--- src/rtl/spi_cmd_controller.sv ---
// spi_cmd_controller
//   Command/sequencing layer behind an SPI byte-level slave. Each chip-select
//   frame is decoded as opcode, address, then a data burst that drives a simple
//   synchronous register-file bus with an auto-incrementing address.
//
// Ports
//   clk, rst             system clock, synchronous active-high reset
//   frame_start/end      one-cycle pulses on chip-select assert/deassert
//   rx_valid, rx_byte    received byte strobe and value
//   tx_byte, tx_load     byte for the slave to shift out next, load strobe
//   reg_addr/wdata/we/re register-file bus (reg_rdata valid 1 cycle after reg_re)
//   busy                 high whenever a frame is being decoded
//   cmd_err, seq_err     sticky error flags (undefined opcode, framing violation)
module spi_cmd_controller #(
    parameter int unsigned ADDR_W    = 8,
    parameter logic [3:0]  STATUS_ID = 4'hA
) (
    input  logic              clk,
    input  logic              rst,
    input  logic              frame_start,
    input  logic              frame_end,
    input  logic              rx_valid,
    input  logic [7:0]        rx_byte,
    output logic [7:0]        tx_byte,
    output logic              tx_load,
    output logic [ADDR_W-1:0] reg_addr,
    output logic [7:0]        reg_wdata,
    output logic              reg_we,
    output logic              reg_re,
    input  logic [7:0]        reg_rdata,
    output logic              busy,
    output logic              cmd_err,
    output logic              seq_err
);

    localparam logic [ADDR_W-1:0] ADDR_ONE = ADDR_W'(1);

    typedef enum logic [2:0] {StIdle, StCmd, StAddr, StWdata, StRdata, StDrain} state_e;

    state_e            state_q;
    logic              is_read_q;
    logic [ADDR_W-1:0] addr_q;
    logic [7:0]        tx_q;
    logic              ld_q;
    logic              fetch_wait_q;   // reg_rdata arrives this cycle
    logic              fetch_ld;
    logic              seq_err_d;
    logic [7:0]        status_d;

    always_comb begin
        // A completing fetch is dropped if the frame ends or restarts this cycle.
        fetch_ld  = fetch_wait_q & ~rst & ~frame_start & ~frame_end;
        // Status loaded on frame_start must already show a violation flagged now.
        seq_err_d = seq_err | (frame_start & (rx_valid | (state_q != StIdle)));
        status_d  = {STATUS_ID, 2'b00, seq_err_d, cmd_err};
        // Read data is forwarded straight from the bus so it is loaded with a
        // 2-cycle latency; tx_q captures it at the same edge to hold the value.
        tx_byte   = fetch_ld ? reg_rdata : tx_q;
        tx_load   = ld_q | fetch_ld;
        busy      = (state_q != StIdle);
    end

    always_ff @(posedge clk) begin
        if (rst) begin
            state_q      <= StIdle;
            is_read_q    <= 1'b0;
            addr_q       <= '0;
            tx_q         <= 8'h00;
            ld_q         <= 1'b0;
            fetch_wait_q <= 1'b0;
            reg_addr     <= '0;
            reg_wdata    <= 8'h00;
            reg_we       <= 1'b0;
            reg_re       <= 1'b0;
            cmd_err      <= 1'b0;
            seq_err      <= 1'b0;
        end else begin
            ld_q         <= 1'b0;
            reg_we       <= 1'b0;
            reg_re       <= 1'b0;
            fetch_wait_q <= reg_re && (state_q == StRdata) && !frame_start && !frame_end;
            if (fetch_ld) begin
                tx_q <= reg_rdata;
            end

            if (frame_start) begin
                // Restart wins over everything, including a byte this cycle.
                state_q <= StCmd;
                seq_err <= seq_err_d;
                tx_q    <= status_d;
                ld_q    <= 1'b1;
            end else begin
                if (rx_valid) begin
                    unique case (state_q)
                        StIdle: seq_err <= 1'b1;
                        StCmd: begin
                            tx_q <= 8'h00;
                            ld_q <= 1'b1;
                            case (rx_byte)
                                8'h01: begin
                                    is_read_q <= 1'b0;
                                    state_q   <= StAddr;
                                end
                                8'h02: begin
                                    is_read_q <= 1'b1;
                                    state_q   <= StAddr;
                                end
                                8'h00: state_q <= StDrain;
                                8'h03: begin
                                    cmd_err <= 1'b0;
                                    seq_err <= 1'b0;
                                    state_q <= StDrain;
                                end
                                default: begin
                                    cmd_err <= 1'b1;
                                    state_q <= StDrain;
                                end
                            endcase
                        end
                        StAddr: begin
                            if (is_read_q) begin
                                reg_re   <= 1'b1;
                                reg_addr <= rx_byte[ADDR_W-1:0];
                                addr_q   <= rx_byte[ADDR_W-1:0] + ADDR_ONE;
                                state_q  <= StRdata;
                            end else begin
                                addr_q  <= rx_byte[ADDR_W-1:0];
                                tx_q    <= 8'h00;
                                ld_q    <= 1'b1;
                                state_q <= StWdata;
                            end
                        end
                        StWdata: begin
                            reg_we    <= 1'b1;
                            reg_addr  <= addr_q;
                            reg_wdata <= rx_byte;
                            addr_q    <= addr_q + ADDR_ONE;
                            tx_q      <= 8'h00;
                            ld_q      <= 1'b1;
                        end
                        StRdata: begin
                            reg_re   <= 1'b1;
                            reg_addr <= addr_q;
                            addr_q   <= addr_q + ADDR_ONE;
                        end
                        StDrain: begin
                            tx_q <= 8'h00;
                            ld_q <= 1'b1;
                        end
                        default: state_q <= StIdle;
                    endcase
                end
                // Strobes issued above still go out; only the load is withheld.
                if (frame_end) begin
                    state_q <= StIdle;
                    ld_q    <= 1'b0;
                end
            end
        end
    end

endmodule
--- config.mk ---
export PLATFORM = sky130hd
export DESIGN_NAME = spi_cmd_controller
export DESIGN_NICKNAME = d
export VERILOG_FILES = /design/src/rtl/spi_cmd_controller.sv
export SDC_FILE = /design/constraint.sdc
export NUM_CORES = 1
export LEC_CHECK = 0
export BUFFER_PORTS_ARGS = -buffer_cell sky130_fd_sc_hd__buf_2
export CORE_MARGIN = 2
export CORE_UTILIZATION = 54
export DETAILED_ROUTE_END_ITERATION = 12
export GPL_ROUTABILITY_DRIVEN = 0
export MAX_ROUTING_LAYER = met4
export PLACE_DENSITY = 0.8
export SLEW_MARGIN = 20
export SYNTH_ARGS = -nofsm -noshare
export SYNTH_HDL_FRONTEND = slang
export SYNTH_SLANG_ARGS = --single-unit
--- constraint.sdc ---
create_clock -name clk -period 3.2 [get_ports clk]
set_input_delay 0.64 -clock clk [delete_from_list [all_inputs] [get_ports clk]]
set_output_delay 0.64 -clock clk [all_outputs]
set_load 0.01 [all_outputs]
Yosys cells after proc, flatten, opt, wreduce, memory -nomap -nowiden
Cells that the tools add are included.

Register bits after elaboration: 42. Input bits: 21. Output and inout port bits: 30. Word-level logic and storage cells: 98.

$add $sub $neg: 2. Equal/unequal tests: 11. Muxes and demuxes: 29. Bitwise logic cells: 13. Reductions and logical operators: 29.

Operator list (count): 8-bit 2-to-1 mux (6); 8-bit one-hot mux with 2 select lines (3); 8-bit by 1-bit adder with 8-bit output (second input constant) (2); 8-bit by 2-bit equality test with 1-bit output (second input constant) (2); 1-bit 2-to-1 mux (12); 4-bit AND reduction (3); 3-bit OR reduction (4); 1-bit one-hot mux with 2 select lines (5); 3-bit one-hot mux with 3 select lines (1); 3-bit AND reduction (3); 3-bit nonzero test (3); 8-bit by 1-bit equality test with 1-bit output (second input constant) (1); 8-bit zero test (1); 3-bit by 2-bit equality test with 1-bit output (second input constant) (2); 3-bit equality test (second input constant) (2); 3-bit 2-to-1 mux (2); 1-bit NOT (6); 2-bit nonzero test (3); 2-bit OR reduction (3); 1-bit bitwise AND (4); 2-bit AND reduction (2); 4-bit OR reduction (1); 3-bit by 1-bit equality test with 1-bit output (second input constant) (1); 1-bit logical AND (3); 6 further kinds (9).

Longest topological paths before layout
Gate-level depths: netlist of the first run.

Word-level depth: 9. Depth in mapped cells: 6. Mapped depth without buffers: 6.

Worst setup path before layout of the first run
Ideal clock, no wire load.

Path type: input port to output port. Start: in frame_start. End: out tx_byte[1]. Data arrival time: 1.532 ns. Required time: 2.560 ns. Setup slack: 1.028 ns. Stages on the path: 2. Cell sequence: nor4b_4 > mux2_2.

Longest elaborated chain between the ends: 4.

Ends and longest elaborated chain: start: declaration (RTL line 20) `input logic frame_start,`; 1-bit NOT (no line); 1-bit bitwise AND (2 in series) (RTL line 52) `fetch_ld = fetch_wait_q & ~rst & ~frame_start & ~frame_end;`; 8-bit 2-to-1 mux (RTL line 58) `tx_byte = fetch_ld ? reg_rdata : tx_q;`; end: declaration (RTL line 24) `output logic [7:0] tx_byte,`.

No other way between the ends.

Final worst setup path of the first run
Start: in frame_start. End: out tx_byte[2].

Same word-level chain as after synthesis.

==> metrics.txt, run 1 <==
# TYPE chip_impl_metric gauge
chip_impl_metric{name="wirelength",unit="um"} 5310
chip_impl_metric{name="area_used_by_multi_input_combinational_logic",unit="sq um"} 1330
chip_impl_metric{name="post_synth_instance_area",unit="sq um"} 2290
chip_impl_metric{name="dieHeight",unit="um"} 69.1
chip_impl_metric{name="first_global_vias",unit=""} 1902
chip_impl_metric{name="synth_area_per_cell",unit="sq um"} 8.23
chip_impl_info{name="synth.top_cells.by_area",value="dfxtp_1 37%, nand2_1 6.6%, a21oi_1 4.8%"} 1
chip_impl_metric{name="total_power",unit="uW"} 988
chip_impl_metric{name="critical_path_peak_fanout",unit=""} 15
chip_impl_metric{name="layout_worst_path_cycle_share",unit="%"} 81.3
chip_impl_metric{name="yosys_warnings",unit=""} 0
chip_impl_info{name="setup_repair_after_global_routing_missed_its_margin",value="false"} 1
chip_impl_metric{name="nets_in_the_synthesized_netlist",unit=""} 304
chip_impl_metric{name="clock_tree.htree_level_count",unit=""} 2
chip_impl_metric{name="ant_nets",unit=""} 0
chip_impl_metric{name="synth_sequential_area_ratio",unit="%"} 36.8
chip_impl_metric{name="power.density_cell_area",unit="nW/um^2"} 377
chip_impl_metric{name="drt_first_iter_violations",unit=""} 181
chip_impl_metric{name="num_io_pins",unit=""} 51
chip_impl_metric{name="cts_post_setup_buffers_inserted",unit=""} 0
chip_impl_info{name="hold_class",value="flop to flop"} 1
chip_impl_metric{name="static-leakage-power",unit="nW"} 1.07
chip_impl_metric{name="postSynthCellCount",unit=""} 278
chip_impl_metric{name="detailed_routing_iterations_pass_1",unit=""} 5
chip_impl_metric{name="ys_seq_elements",unit=""} 42
chip_impl_info{name="clock_tree.root_cell",value="clkbuf_8"} 1
chip_impl_metric{name="grt_pass1_wl",unit="um"} 8850
chip_impl_metric{name="final_layout_size_suffix_gt1_share",unit="%"} 23.4
chip_impl_metric{name="insertedDiodeCount",unit=""} 0
chip_impl_metric{name="vdd.ir_drop.worst",unit="mV"} 0.239
chip_impl_metric{name="floorplan.initialDensity",unit="%"} 56.8
chip_impl_metric{name="drv_slew",unit=""} 0
chip_impl_metric{name="asyncSetResetFlopFracSynth",unit="%"} 0
chip_impl_info{name="critPathMostFrequentCell",value="buf_2"} 1
chip_impl_metric{name="post-route-worst-setup-slack",unit="ns"} 0.597
chip_impl_metric{name="worst-slew-pin-transition",unit="ns"} 0.748
chip_impl_metric{name="area.growth.synth_to_final",unit="%"} 14.6
chip_impl_metric{name="fin_util",unit="%"} 65.1
chip_impl_metric{name="number_of_buffers_and_inverters_on_the_critical_path",unit=""} 2
chip_impl_metric{name="drv.max_cap_violation_count",unit=""} 0
chip_impl_metric{name="setup_viol",unit=""} 0
chip_impl_info{name="cts_tree",value="done"} 1
chip_impl_metric{name="timing.final.crit_period",unit="ns"} 2.60
chip_impl_metric{name="dp_hpwl",unit="um"} 3700
chip_impl_metric{name="clock_tree.buffer_depth",unit=""} 2
chip_impl_info{name="worstSetupEndpointType",value="output pin"} 1
chip_impl_metric{name="count_of_unresolved_drc_violations_after_routing",unit=""} 0
chip_impl_metric{name="number_of_clock_buffers_inserted_by_tritoncts",unit=""} 5
chip_impl_metric{name="critPathMaxStageDelay",unit="ns"} 0.58
chip_impl_metric{name="grt_max_degree",unit=""} 41
chip_impl_metric{name="synth_edf_count",unit=""} 0
chip_impl_metric{name="route.detailed.vias_per_inst",unit=""} 5.84
chip_impl_info{name="ys.flop_type",value="dfxtp_1"} 1
chip_impl_metric{name="grt_use_total",unit="%"} 22.8
chip_impl_metric{name="insertion_delay",unit="ns"} 0.30
chip_impl_info{name="timing_worst_setup_path_type",value="input pin to output pin"} 1
chip_impl_metric{name="critPathArrivalTime",unit="ns"} 1.96
chip_impl_info{name="slowest_stage",value="nor4b_4"} 1
chip_impl_metric{name="timing_hold_violations_final",unit=""} 0
chip_impl_metric{name="worst_ep_required_time",unit="ns"} 2.56
chip_impl_info{name="outcome",value="complete, no violations"} 1
chip_impl_metric{name="seqCellArea",unit="sq um"} 841
chip_impl_metric{name="worst_clock_skew",unit="ns"} 0.00931
chip_impl_metric{name="global_route.overflow_total",unit=""} 0
chip_impl_metric{name="post_placement_worst_setup_slack",unit="ns"} 0.573
chip_impl_metric{name="post_cts_resized",unit=""} 0
chip_impl_metric{name="slew_headroom",unit="%"} 50.0
chip_impl_metric{name="fillerInstances",unit=""} 387
chip_impl_metric{name="floorplan.die.width",unit="um"} 69.1
chip_impl_metric{name="clk_pin_slew_worst_paths",unit="ns"} 0.07
chip_impl_info{name="critical_path.top_delay_family",value="simple AND/OR/NAND/NOR gates"} 1
chip_impl_metric{name="coreArea",unit="sq um"} 4030
chip_impl_metric{name="dieArea",unit="sq um"} 4770
chip_impl_metric{name="port_buffers",unit=""} 50
chip_impl_metric{name="dr_total_vias",unit=""} 2159
chip_impl_info{name="timing.critical_path.cells",value="buf_2, nor4b_4, mux2_2, buf_2"} 1
chip_impl_metric{name="floorplan.rows",unit=""} 23
chip_impl_metric{name="timing.fmax",unit="GHz"} 0.384
chip_impl_metric{name="tns",unit="ns"} 0
chip_impl_metric{name="post-synth-top-area-fraction",unit="%"} 36.8
chip_impl_metric{name="finish.net_count",unit=""} 345
chip_impl_metric{name="tritoncts_num_sinks",unit=""} 42
chip_impl_metric{name="cts_hold_buf",unit=""} 0
chip_impl_metric{name="synth_cell_types",unit=""} 52
chip_impl_info{name="synth_largest_area_cell",value="dfxtp_1"} 1
chip_impl_metric{name="drt-wirelength-per-cell",unit="um"} 14.3
chip_impl_metric{name="grt_antenna_before_repair",unit=""} 0
chip_impl_info{name="critical_path.startpoint_type",value="input pin"} 1
-- Yosys cell counts, types with 5 or more instances --
master,n
dfxtp_1,42
clkbuf_1,12
a21oi_1,22
nand2_1,40
a311oi_1,9
xnor2_1,5
o21ai_0,8
nand3_1,14
o211ai_1,5
nor2_1,27
nand4_1,6
ha_1,5
nand2b_1,5
inv_1,6
and3_1,5
mux2_2,8
buf_2,5
-- per-stage QoR --
| step | std cells | hold WS (ns) | cell area (sq um) |
|---|---|---|---|
| after floorplan | 278 | 0.467 | 2290 |
| after global placement | 362 | 0.442 | 2530 |
| after detailed placement | 362 | 0.447 | 2530 |
| after CTS | 370 | 0.458 | 2620 |
| after global routing | 370 | 0.476 | 2620 |
| final | 370 | 0.456 | 2620 |
-- worst register-to-register path, cell delays in order, from the launching register on --
cell	delay (ns)
dfxtp_1	0.57
nor3b_1	0.68
nor2_1	0.29
buf_4	0.25
nor4_1	0.26
a2111oi_0	0.11
-- flip-flops by register name, summed over array words and instances, names as in the netlist --
| name | cells |
|---|---|
| reg_we | 1 |
| is_read_q | 1 |
| state_q | 3 |
| fetch_wait_q | 1 |
| reg_re | 1 |
| addr_q | 8 |
| cmd_err | 1 |
| seq_err | 1 |
| ld_q | 1 |
| reg_wdata | 8 |
| reg_addr | 8 |
| tx_q | 8 |
-- cells by family after synthesis --
group	after synthesis	share of synthesized area (%)
buffers and inverters	25	5.03
AO/OA/AOI/OAI	66	20.6
multiplexers	11	5.25
XOR/XNOR	6	2.30
flip-flops	42	36.8
AND/OR/NAND/NOR	123	27.3
adder cells (fa/ha/maj)	5	2.74
-- layout make-up --
type                       count  area share (%)
clock inverter                 1           0.191
timing repair buffer          53            10.4
sequential                    42            32.1
tap                           50            2.39
clock buffer                   7            3.29
inverter                       6           0.859
multi-input combinational    211            50.8
-- path summary, 6_finish.rpt --
path / start / slack, ns / to / cells after the start
setup / recovery: frame_start / 0.60 / tx_byte[2] / 4
hold reg to reg: reg_wdata[2]$_SDFFE_PP0P_ / 0.46 / reg_wdata[2]$_SDFFE_PP0P_ / 2
hold / removal: reg_wdata[2]$_SDFFE_PP0P_ / 0.46 / reg_wdata[2]$_SDFFE_PP0P_ / 2
setup reg to reg: state_q[2]$_SDFFE_PP0P_ / 0.90 / addr_q[6]$_SDFFE_PP0P_ / 5
-- power by group --
group	leakage [nW]	switching (mW)	internal (mW)
combinational	0.684	0.0580	0.0369
clock	0.0482	0.183	0.174
sequential	0.340	0.00623	0.529
total	1.07	0.248	0.741
-- per-layer routing --
| metal | GRT usage [%] | part of all wire [%] |
|---|---|---|
| met2 | 35.6 | 47 |
| met1 | 30.4 | 47 |
| met4 | 5.88 | 1.1 |
| met5 | - | 0 |
| met3 | 4.53 | 5.7 |
-- cell usage in the layout, fill, tap and decap left out, types with 4 or more instances in the layout --
master	synthesis	routed
buf_2	5	50
nand2_1	40	40
nand2b_1	5	5
clkbuf_8	0	6
a21oi_1	22	22
nand3_1	14	14
xnor2_1	5	5
nor2_1	27	27
a311oi_1	9	9
nand4_1	6	6
and3_1	5	5
dfxtp_1	42	42
o211ai_1	5	5
mux2_2	8	8
ha_1	5	5
inv_1	6	6
nor3_1	4	4
o21ai_0	8	8
No activity file was read; power rests on OpenSTA's default activity.
==> inputs of run 2 (changes only) <==
- CORE_UTILIZATION: 54 -> 49
- PLACE_DENSITY: 0.8 -> 0.76
- clock period: 3.2 -> 2.1 ns (I/O delays scaled with it)
==> run 2 against run 1 <==
  * Flip-flop and latch count is the same
  * Utilization down 3.0 points
  * First-iteration DRC count shrank 33%
  * Total power rose by 62%
  * Via count up 1.7%
  * Sequential power grew 52%
  * Clock skew decreased by 0.0045 ns
  * Critical endpoint unchanged
  * Largest cell class unchanged
==> metrics.txt, run 2 (synthesis results as in run 1) <==
# TYPE chip_impl_metric gauge
chip_impl_info{name="outcome",value="complete, no violations"} 1
chip_impl_metric{name="clk_pin_slew_worst_paths",unit="ns"} 0.08
chip_impl_info{name="cts_tree",value="done"} 1
chip_impl_metric{name="slew_headroom",unit="%"} 59.2
chip_impl_metric{name="routed-wl-met3",unit="um"} 277
chip_impl_metric{name="worst-slew-pin-transition",unit="ns"} 0.610
chip_impl_metric{name="num_io_pins",unit=""} 51
chip_impl_metric{name="static-leakage-power",unit="nW"} 1.15
chip_impl_metric{name="timing.fmax",unit="GHz"} 0.518
chip_impl_metric{name="grt_use_total",unit="%"} 21.3
chip_impl_metric{name="worst_clock_skew",unit="ns"} 0.00483
chip_impl_metric{name="setup_viol",unit=""} 0
chip_impl_metric{name="drv_slew",unit=""} 0
chip_impl_metric{name="wirelength",unit="um"} 5380
chip_impl_info{name="timing_worst_setup_path_type",value="input pin to output pin"} 1
chip_impl_metric{name="drv.max_cap_violation_count",unit=""} 0
chip_impl_metric{name="clock_tree.buffer_depth",unit=""} 2
chip_impl_info{name="worstSetupEndpointType",value="output pin"} 1
chip_impl_info{name="critical_path.startpoint_type",value="input pin"} 1
chip_impl_info{name="dr.max_layer_used",value="met4"} 1
chip_impl_metric{name="grt_pass1_wl",unit="um"} 8710
chip_impl_metric{name="count_of_unresolved_drc_violations_after_routing",unit=""} 0
chip_impl_metric{name="finish.net_count",unit=""} 358
chip_impl_metric{name="floorplan.initialDensity",unit="%"} 51.8
chip_impl_metric{name="grt_max_degree",unit=""} 41
chip_impl_metric{name="insertedDiodeCount",unit=""} 0
chip_impl_metric{name="cts_hold_buf",unit=""} 0
chip_impl_metric{name="critPathArrivalTime",unit="ns"} 1.51
chip_impl_metric{name="area.growth.synth_to_final",unit="%"} 19.7
chip_impl_metric{name="global_route.overflow_total",unit=""} 0
chip_impl_metric{name="final_layout_size_suffix_gt1_share",unit="%"} 26.7
chip_impl_metric{name="insertion_delay",unit="ns"} 0.29
chip_impl_metric{name="layout_worst_path_cycle_share",unit="%"} 92.0
chip_impl_metric{name="tns",unit="ns"} 0
chip_impl_metric{name="drt-wirelength-per-cell",unit="um"} 14.0
chip_impl_metric{name="floorplan.die.width",unit="um"} 72.3
chip_impl_metric{name="vdd.ir_drop.worst",unit="mV"} 0.625
chip_impl_info{name="layout.cells.most_common",value="buf_2"} 1
chip_impl_metric{name="route.detailed.vias_per_inst",unit=""} 5.70
chip_impl_metric{name="m1WireLength",unit="um"} 2580
chip_impl_metric{name="number_of_clock_buffers_inserted_by_tritoncts",unit=""} 5
chip_impl_metric{name="timing.final.crit_period",unit="ns"} 1.93
chip_impl_metric{name="drt_first_iter_violations",unit=""} 121
chip_impl_info{name="setup_repair_after_global_routing_missed_its_margin",value="false"} 1
chip_impl_metric{name="power.density_cell_area",unit="nW/um^2"} 584
chip_impl_info{name="hold_class",value="input pin to flop"} 1
chip_impl_metric{name="clock_tree.htree_level_count",unit=""} 2
chip_impl_metric{name="cts_post_setup_buffers_inserted",unit=""} 0
chip_impl_metric{name="post_cts_resized",unit=""} 0
chip_impl_metric{name="ant_nets",unit=""} 0
chip_impl_info{name="mostFrequentLayoutCells",value="50 x buf_2, 42 x dfxtp_1, 40 x nand2_1, 27 x nor2_1, 22 x a21oi_1"} 1
chip_impl_metric{name="dieArea",unit="sq um"} 5230
chip_impl_info{name="clock_tree.root_cell",value="clkbuf_8"} 1
chip_impl_metric{name="dr_total_vias",unit=""} 2195
chip_impl_metric{name="total_power",unit="mW"} 1.60
chip_impl_metric{name="coreArea",unit="sq um"} 4410
chip_impl_metric{name="tritoncts_num_sinks",unit=""} 42
chip_impl_metric{name="dp_hpwl",unit="um"} 3850
chip_impl_metric{name="met2WireLength",unit="um"} 2480
chip_impl_metric{name="critical_path_peak_fanout",unit=""} 6
chip_impl_metric{name="timing_hold_violations_final",unit=""} 0
chip_impl_metric{name="detailed_routing_iterations_pass_1",unit=""} 4
chip_impl_metric{name="dieHeight",unit="um"} 72.3
chip_impl_metric{name="port_buffers",unit=""} 50
chip_impl_metric{name="floorplan.rows",unit=""} 24
chip_impl_metric{name="worst_ep_required_time",unit="ns"} 1.68
chip_impl_metric{name="grt_antenna_before_repair",unit=""} 0
chip_impl_metric{name="first_global_vias",unit=""} 1940
## run 2: worst paths after layout
path | start | to | slack [ns] | cells after the start
hold / removal | rx_byte[1] | reg_wdata[1]$_SDFFE_PP0P_ | 0.44 | 3
hold reg to reg | reg_wdata[6]$_SDFFE_PP0P_ | reg_wdata[6]$_SDFFE_PP0P_ | 0.46 | 2
setup reg to reg | state_q[0]$_SDFFE_PP0P_ | addr_q[2]$_SDFFE_PP0P_ | 0.25 | 4
setup / recovery | frame_start | tx_byte[2] | 0.17 | 5
## run 2: worst max-delay path, stage by stage
cell and delay [ns]:
buf_2 0.12, nor4b_4 0.28, buf_4 0.20, mux2_2 0.35, buf_2 0.14
## run 2: through the flow
stage	cells	instance area [sq um]	hold WS [ns]	utilization, %	worst slack (ns)
after detailed placement	377	2630	0.448	59.6	0.124
after CTS	385	2740	0.438	62.0	0.169
after global routing	385	2740	0.448	62.0	0.0803
after floorplan	278	2290	0.467	-	0.368
final	385	2740	0.443	62.0	0.168
after global placement	377	2630	0.442	59.6	0.190
## run 2: area by class of cell
type,instances,area [sq um]
Sequential cell,42,841
Multi-Input combinational cell,211,1330
Clock buffer,5,68.8
Fill cell,390,1680
Clock inverter,3,40.0
Timing Repair Buffer,66,370
Inverter,6,22.5
Tap cell,52,65.1
## run 2: power by group
part | switching (mW) | leakage, nW | internal, mW
Clock | 0.283 | 0.0579 | 0.350
Combinational | 0.0907 | 0.753 | 0.0602
Sequential | 0.00899 | 0.340 | 0.807
## run 2: routing by layer
metal / vias up / track usage [%]
met5: - / -
met4: 0 / 6.08
met3: 4 / 4.17
met2: 67 / 33.0
met1: 1005 / 28.3
li1: 1119 / -
